--- src/rtl/wb_arbiter3.sv ---
// wb_arbiter3: three-master, one-slave 16-bit Wishbone arbiter.
// m0 has priority with anti-starvation; m1/m2 round-robin; bus watchdog.
//
// Ports:
//   clk_i, reset_i            clock, synchronous active-high reset
//   mN_adr/dat/sel/we/cyc/stb master N request side (N = 0..2)
//   mN_ack_o/err_o/dat_o      response routed to master N
//   s_adr/dat/sel/we/cyc/stb  slave request side
//   s_ack_i, s_dat_i          slave response
//   grant_o                   one-hot owner, 000 when idle
module wb_arbiter3 #(
  parameter int TIMEOUT = 255
) (
  input  logic        clk_i,
  input  logic        reset_i,
  input  logic [63:1] m0_adr_i,
  input  logic [15:0] m0_dat_i,
  input  logic [1:0]  m0_sel_i,
  input  logic        m0_we_i,
  input  logic        m0_cyc_i,
  input  logic        m0_stb_i,
  output logic        m0_ack_o,
  output logic        m0_err_o,
  output logic [15:0] m0_dat_o,
  input  logic [63:1] m1_adr_i,
  input  logic [15:0] m1_dat_i,
  input  logic [1:0]  m1_sel_i,
  input  logic        m1_we_i,
  input  logic        m1_cyc_i,
  input  logic        m1_stb_i,
  output logic        m1_ack_o,
  output logic        m1_err_o,
  output logic [15:0] m1_dat_o,
  input  logic [63:1] m2_adr_i,
  input  logic [15:0] m2_dat_i,
  input  logic [1:0]  m2_sel_i,
  input  logic        m2_we_i,
  input  logic        m2_cyc_i,
  input  logic        m2_stb_i,
  output logic        m2_ack_o,
  output logic        m2_err_o,
  output logic [15:0] m2_dat_o,
  output logic [63:1] s_adr_o,
  output logic [15:0] s_dat_o,
  output logic [1:0]  s_sel_o,
  output logic        s_we_o,
  output logic        s_cyc_o,
  output logic        s_stb_o,
  input  logic        s_ack_i,
  input  logic [15:0] s_dat_i,
  output logic [2:0]  grant_o
);

  typedef enum logic {IDLE, OWN} state_t;

  localparam logic [7:0] WD_LAST = 8'(TIMEOUT - 1);

  state_t     state;
  logic [2:0] grant_q;
  logic       rr_q;
  logic       m0_last_q;
  logic [7:0] wd_q;
  logic [2:0] req;
  logic [2:0] win;
  logic       own_cyc;
  logic       wd_fire;

  assign req     = {m2_cyc_i, m1_cyc_i, m0_cyc_i};
  assign own_cyc = |(grant_q & req);
  assign grant_o = grant_q;

  // rr_q: 0 favours m1, 1 favours m2
  always_comb begin
    win = 3'b000;
    if (req[0] && !(m0_last_q && (req[1] || req[2])))
      win = 3'b001;
    else if (!rr_q)
      win = req[1] ? 3'b010 : (req[2] ? 3'b100 : 3'b000);
    else
      win = req[2] ? 3'b100 : (req[1] ? 3'b010 : 3'b000);
  end

  always_ff @(posedge clk_i) begin
    if (reset_i) begin
      state     <= IDLE;
      grant_q   <= 3'b000;
      rr_q      <= 1'b0;
      m0_last_q <= 1'b0;
    end else begin
      unique case (state)
        IDLE: begin
          if (|win) begin
            state     <= OWN;
            grant_q   <= win;
            m0_last_q <= win[0];
            if (win[1]) rr_q <= 1'b1;
            if (win[2]) rr_q <= 1'b0;
          end
        end
        OWN: begin
          if (!own_cyc) begin
            state   <= IDLE;
            grant_q <= 3'b000;
          end
        end
        default: begin
          state   <= IDLE;
          grant_q <= 3'b000;
        end
      endcase
    end
  end

  always_comb begin
    s_adr_o = '0;
    s_dat_o = '0;
    s_sel_o = '0;
    s_we_o  = 1'b0;
    s_cyc_o = 1'b0;
    s_stb_o = 1'b0;
    unique case (1'b1)
      grant_q[0]: begin
        s_adr_o = m0_adr_i;
        s_dat_o = m0_dat_i;
        s_sel_o = m0_sel_i;
        s_we_o  = m0_we_i;
        s_cyc_o = m0_cyc_i;
        s_stb_o = m0_cyc_i & m0_stb_i;
      end
      grant_q[1]: begin
        s_adr_o = m1_adr_i;
        s_dat_o = m1_dat_i;
        s_sel_o = m1_sel_i;
        s_we_o  = m1_we_i;
        s_cyc_o = m1_cyc_i;
        s_stb_o = m1_cyc_i & m1_stb_i;
      end
      grant_q[2]: begin
        s_adr_o = m2_adr_i;
        s_dat_o = m2_dat_i;
        s_sel_o = m2_sel_i;
        s_we_o  = m2_we_i;
        s_cyc_o = m2_cyc_i;
        s_stb_o = m2_cyc_i & m2_stb_i;
      end
      default: ;
    endcase
  end

  // Fires in the TIMEOUT-th consecutive unacked strobe cycle
  assign wd_fire = s_stb_o & ~s_ack_i & (wd_q == WD_LAST);

  always_ff @(posedge clk_i) begin
    if (reset_i || state == IDLE || !s_stb_o || s_ack_i || wd_fire)
      wd_q <= 8'd0;
    else
      wd_q <= wd_q + 8'd1;
  end

  assign m0_ack_o = grant_q[0] & s_ack_i;
  assign m1_ack_o = grant_q[1] & s_ack_i;
  assign m2_ack_o = grant_q[2] & s_ack_i;
  assign m0_err_o = grant_q[0] & wd_fire;
  assign m1_err_o = grant_q[1] & wd_fire;
  assign m2_err_o = grant_q[2] & wd_fire;
  assign m0_dat_o = grant_q[0] ? s_dat_i : 16'h0000;
  assign m1_dat_o = grant_q[1] ? s_dat_i : 16'h0000;
  assign m2_dat_o = grant_q[2] ? s_dat_i : 16'h0000;

endmodule
--- config.mk ---
export PLATFORM = sky130hd
export DESIGN_NAME = wb_arbiter3
export DESIGN_NICKNAME = d
export VERILOG_FILES = /design/src/rtl/wb_arbiter3.sv
export SDC_FILE = /design/constraint.sdc
export NUM_CORES = 1
export LEC_CHECK = 0
export ABC_AREA = 1
export CELL_PAD_IN_SITES_DETAIL_PLACEMENT = 1
export CELL_PAD_IN_SITES_GLOBAL_PLACEMENT = 1
export CORE_AREA = 2 2 162 164
export CTS_BUF_LIST = sky130_fd_sc_hd__clkbuf_4 sky130_fd_sc_hd__clkbuf_8
export DETAILED_ROUTE_END_ITERATION = 8
export DIE_AREA = 0 0 164 166
export PLACE_DENSITY = 0.85
export SLEW_MARGIN = 20
export SYNTH_ARGS = -nofsm -noshare
export SYNTH_HDL_FRONTEND = slang
export SYNTH_SLANG_ARGS = --single-unit
export TNS_END_PERCENT = 50
--- constraint.sdc ---
create_clock -name clk_i -period 1.1 [get_ports clk_i]
set_input_delay 0.11 -clock clk_i [delete_from_list [all_inputs] [get_ports clk_i]]
set_output_delay 0.11 -clock clk_i [all_outputs]
set_load 0.02 [all_outputs]
==> impl_metrics.toml <==
[synth]
synth_top_area_cell = "nand2_1"
synth_top_area_share_pct = 45.9
synth_area_um2 = 2600
netlist_instances = 563
yosysUniqueCellTypes = 20
yosys-top-cells-area = "nand2_1 46%, nand3_1 17%, dfxtp_1 11%"
ys_seq_area_share_pct = 10.8
synth.net_count = 836
postSynthRegisterBits = 14
syn_avg_cell_area_um2 = 4.62
yosysWarnings = 0

[clocking]
clk_pin_slew_ns = 0.06
cts_root_buf = "clkbuf_8"
clock-sinks = 14
cts_buffers = 3
hold_buffers = 0
insertion_delay_ns = 0.25
cts_tree = "yes"
htree_levels = 1
clockBufferDepth = 2

[floorplanning]
core_area_um2 = 25600
ios = 412
die_area_um2 = 27200
std_cell_rows = 59
die-height_um = 166
fp.dieW_um = 164
start_util_pct = 10.1

[routing]
drtIter0Drc = 194
first_pass_iters = 4
wl_um = 29100
routed_via_density = 4.23
ant_nets = 0
wl_per_cell_um = 21.2
drc_errors = 0
vias = 5797

[setup_path]
crit_chain = "buf_6 -> buf_12 -> nand2_1 -> inv_1 -> clkdlybuf4s15_2"
worstPathRequired_ns = 0.99
cp_slowest_stage_delay_ns = 0.40
critical_path_peak_fanout = 13
reg2reg_depth = 7
setup.worst_path.class = "reg -> out"
cp_slowest_cell = "dfxtp_4"
end_kind = "output port"
worstSetupStartpointType = "flip-flop"
cp.arrival_ns = 1.43

[pwr]
power.total_uw = 5670
ir_worst_vdd_mv = 0.375
p_leak_uw = 0.00531
powerDensity_nw_per_um2 = 561

[global_routing]
grt_pass1_wl_um = 36200
grt_pass1_vias = 6201
grt_usage_pct = 17.6
grt_max_degree = 28
antenna_found_initial = 0
grt_remaining_overflow = 0

[sta]
rsz0062_at_grt = "yes"
max_freq_mhz = 647
final.min_clock_period_ns = 1.54
setup-violations-final = 153
worst_slew_pin_slew_ns = 0.311
fin_skew_ns = 0.00238
worst_slack_ns = -0.445
min_period_over_period_pct = 140
hold_viol = 0
finalSetupTns_ns = -47.89
drv_slew = 0
slew_headroom_pct = 79.2

[outcome]
violations = "negative setup slack"
status = "finished with violations"

[finish]
num_antenna_cells = 0
drive_above_1_share_pct = 50.2
n_fill_cell = 2943
area_delta_synth_final_pct = 288
fin_nets = 1311
final_cell_area_um2 = 10100

[placed_design]
place_area_um2 = 7390
place_hpwl_um = 17700
io_buffers = 411
routabilityCongestion = 0.807

[worst_hold_path]
hp-class = "in -> reg"
whs_path_depth = 5

[run]
maxCapViolations = 0
==> repair_timing <==
item | 4_1_cts | 5_1_grt
endpoints found under the setup margin | 155 | 155
setup buffers | 15 | 11
gates resized for setup | 855 | 301
gates cloned | 15 | 12
pin swaps | 17 | 40
==> state kept, by name (all words and copies together), names as in the netlist <==
signal	count
state	1
rr_q	1
m0_last_q	1
wd_q	8
grant_o	3
==> metrics by stage <==
stage / hold WS, ns / worst slack (ns) / cells / util [%]
floorplan: 0.169 / -0.219 / 563 / -
global placement: 0.452 / -0.887 / 1320 / 28.8
finish: 0.446 / -0.445 / 1372 / 39.4
global route: 0.475 / -0.498 / 1372 / 39.4
detailed placement: 0.474 / -0.901 / 1320 / 28.8
CTS: 0.483 / -0.432 / 1354 / 34.3
==> report_power, final <==
| part | internal [uW] | total, uW | switching [uW] |
|---|---|---|---|
| Clock | 317 | 519 | 202 |
| Sequential | 524 | 548 | 23.9 |
| Combinational | 2430 | 4600 | 2160 |
| Total | 3280 | 5670 | 2390 |
==> cells by family (layout without fill, tap and decap cells) <==
kind of cell / after synthesis / in the layout / share of synthesized area [%]
compound gates: 9 / 9 / 2.07
buf+inv: 99 / 573 / 15.7
flops: 14 / 14 / 10.8
simple gates: 434 / 434 / 68.8
fa+ha+maj: 2 / 2 / 0.962
xor+xnor: 5 / 5 / 1.68
==> worst paths after layout <==
check        slack, ns           to       start
max reg2reg      -0.27   grant_o[0]  grant_o[2]
min reg2reg       0.49    m0_last_q   m0_last_q
min               0.45   grant_o[1]    m2_cyc_i
max              -0.44  m0_dat_o[8]  grant_o[0]
==> cells in the mapped netlist <==
cell and count:
nand3_2 2, nand3_1 90, nor2_1 17, nor2_2 2
xnor2_1 3, o211ai_1 1, nand4_1 3, o21ai_2 1
ha_1 2, a21oi_1 5, xor2_1 2, buf_2 30
o21ai_0 1, inv_1 66, nand3b_1 1, dfxtp_1 14
nand4_4 1, nand2_1 318, clkbuf_1 3, a21boi_0 1
==> metal layers <==
layer  wire (um)  part of all wire [%]  up-vias  GRT usage, %
met2       14800                    51      279          33.4
li1            -                     -     2671             -
met4         799                   2.7        0          4.92
met5           0                     0        -             0
met3        1890                   6.5       42          3.35
met1       11600                    40     2805          19.6
==> placed cells by master, fill, tap and decap left out, drive strengths merged <==
cell             n
xor2             2
o21ai            2
nand4            4
inv             66
nor2            19
clkbuf          18
bufbuf           1
nand2          318
buf            208
ha               2
nand3           92
dfxtp           14
a21boi           1
nand3b           1
dlymetal6s2s     3
o211ai           1
clkdlybuf4s50  267
xnor2            3
a21oi            5
clkdlybuf4s15   10
==> worst max-delay path: cells and delay by family (launching register included) <==
| kind | cells | cell delay, ns |
|---|---|---|
| buffers and inverters | 4 | 0.69 |
| DFF | 1 | 0.40 |
| and+or+nand+nor | 1 | 0.08 |
==> cell type report <==
class                           count  area, um^2  share of cell area, %
Multi-Input combinational cell    450        3340                   33.1
Clock buffer                        4        55.1                  0.546
Tap cell                          335         419                   4.15
Timing Repair Buffer              503        5740                   56.9
Sequential cell                    14         294                   2.91
Inverter                           66         248                   2.46
Note: power is estimated with default switching activity, not from simulation.
==> RTL edit, RTL diff (same flow settings) <==
Put a register stage on the outputs `m0_err_o`, `m1_err_o` and `m2_err_o`, cleared by the reset. The values now appear one clock later. The other outputs are not delayed to match.
--- a/src/rtl/wb_arbiter3.sv
+++ b/src/rtl/wb_arbiter3.sv
@@ -160,9 +160,17 @@
   assign m0_ack_o = grant_q[0] & s_ack_i;
   assign m1_ack_o = grant_q[1] & s_ack_i;
   assign m2_ack_o = grant_q[2] & s_ack_i;
-  assign m0_err_o = grant_q[0] & wd_fire;
-  assign m1_err_o = grant_q[1] & wd_fire;
-  assign m2_err_o = grant_q[2] & wd_fire;
+  always_ff @(posedge clk_i) begin
+    if (reset_i) begin
+      m0_err_o <= '0;
+      m1_err_o <= '0;
+      m2_err_o <= '0;
+    end else begin
+      m0_err_o <= grant_q[0] & wd_fire;
+      m1_err_o <= grant_q[1] & wd_fire;
+      m2_err_o <= grant_q[2] & wd_fire;
+    end
+  end
   assign m0_dat_o = grant_q[0] ? s_dat_i : 16'h0000;
   assign m1_dat_o = grant_q[1] ? s_dat_i : 16'h0000;
   assign m2_dat_o = grant_q[2] ? s_dat_i : 16'h0000;
Function: no difference found for any inputs over 10 cycles, from zero or initial values and one cycle with reset_i high; that may be too few to reach the edited logic, so the function may still have changed.
==> RTL edit against the original RTL <==
The flow still finishes with violations (setup timing); highest routed layer unchanged; design area is 4.8% lower; critical path type unchanged; worst setup slack better by 0.068 ns; routed wire length is 5.2% lower; final cell count is 0.66% lower; sequential cell count is 3 higher; total power is 0.36% higher; area after synthesis is 3.1% higher.
==> RTL edit: results (changes against the original RTL) <==
Yosys
  • Share of synthesized area occupied by flip-flops and latches: 12.7% (+1.9 points)
  • Most numerous cell types in the synthesized netlist: 326 x sky130_fd_sc_hd__nand2_1, 91 x sky130_fd_sc_hd__nand3_1, 62 x sky130_fd_sc_hd__inv_1, 22 x sky130_fd_sc_hd__buf_2, 17 x sky130_fd_sc_hd__dfxtp_1
  • Synthesized area per cell: 4.72 sq um (+2.2%)
  • Adder-cell share of the synthesized area: 0.934% (-0.029 points)
  • Mapped Nets: 841 (+0.60%)
  • Post-synthesis xor/xnor area fraction: 1.63% (-0.050 points)
  • Netlist cell types: 19 (-5.0%)

Global routing
  • Wire length of the first global-routing pass: 35.4 mm (-2.2%)
  • Combined global-route utilization of all metal layers: 17.0% (-0.54 points)
  • Grt met1 use: 21.3% (+1.7 points)
  • Routing usage on met2: 31.6% (-1.8 points)
  • Met3 usage in global routing: 2.50% (-0.85 points)

Cells and area
  • Number of non-filler instances in the completed layout: 1363 (-0.66%)
  • Number of nets at the end of the flow: 1302 (-0.69%)

Setup path
  • Largest driver fanout on the critical path: 7 (-6)

STA
  • Final setup fails: 155 (+1.3%)
  • Setup clock skew after layout: 0.00261 ns (+0.000231 ns)
  • Setup slack of the critical path after layout: -0.377 ns (+0.0679 ns)

Pwr
  • Worst voltage drop across the vdd grid: 0.000390 V (+4.0%)
  • Switching fraction of total power: 41.3% (-0.90 points)
  • Leakage Power: 0.00499 uW (-6.1%)

Outcome
  • Result of the run: complete, but fails checks
  • Violations in the final reports: setup timing

Placed design
  • GP Congestion: 0.867 (+7.5%)
  • Placed cell areas: 7720 sq um (+4.5%)
  • Setup Slack @ Placement: -0.544 ns (+0.357 ns)

Route
  • Length of routed met2 wiring: 14.2 mm (-4.4%)
## RTL edit: power by group through the flow
| stage | logic [uW] | clock network [uW] | registers (uW) |
|---|---|---|---|
| 2_1_floorplan | 1250 | 0 | 671 |
| 3_3_place_gp | 3340 | 0 | 665 |
| 3_5_place_dp | 3380 | 0 | 667 |
| 4_1_cts | 3970 | 515 | 662 |
| 5_1_grt | 4740 | 533 | 670 |
| 6_report | 4510 | 510 | 667 |
## RTL edit: final timing paths
path | cells past startpoint | slack, ns | from | endpoint
setup / recovery | 6 | -0.38 | grant_o[1] | s_adr_o[60]
hold / removal | 6 | 0.44 | m1_cyc_i | state
setup reg to reg | 7 | -0.33 | grant_o[0] | grant_o[2]
hold reg to reg | 2 | 0.48 | m0_last_q | m0_last_q
## RTL edit: final cells by class
type	count	area (sq um)	share of cell area [%]
repair buffers	489	5620	58.5
multi-input cells	456	2940	30.6
well taps	335	419	4.37
flip-flops and latches	17	352	3.66
inverters	62	233	2.42
clock buffers	3	41.3	0.430
clock inverters	1	5.00	0.0521
## RTL edit: critical path: stages, from the launching register on
cell and delay (ns):
sky130_fd_sc_hd__dfxtp_4 0.42, sky130_fd_sc_hd__buf_12 0.17, sky130_fd_sc_hd__buf_16 0.16, sky130_fd_sc_hd__buf_12 0.11
sky130_fd_sc_hd__nand2_4 0.03, sky130_fd_sc_hd__nand3_2 0.06, sky130_fd_sc_hd__buf_6 0.12
## RTL edit: repair_timing
item	CTS	global route
pin swaps	15	34
cloned	16	10
buffers inserted	11	6
resized for setup	725	347
endpoints found under the setup margin	158	158
## RTL edit: cells by family after synthesis
kind of cell	after synthesis
and+or+nand+nor	441
DFF	17
adders and majority gates	2
buffers and inverters	95
AOI/OAI and AO/OA	8
xor gates and xnor gates	5
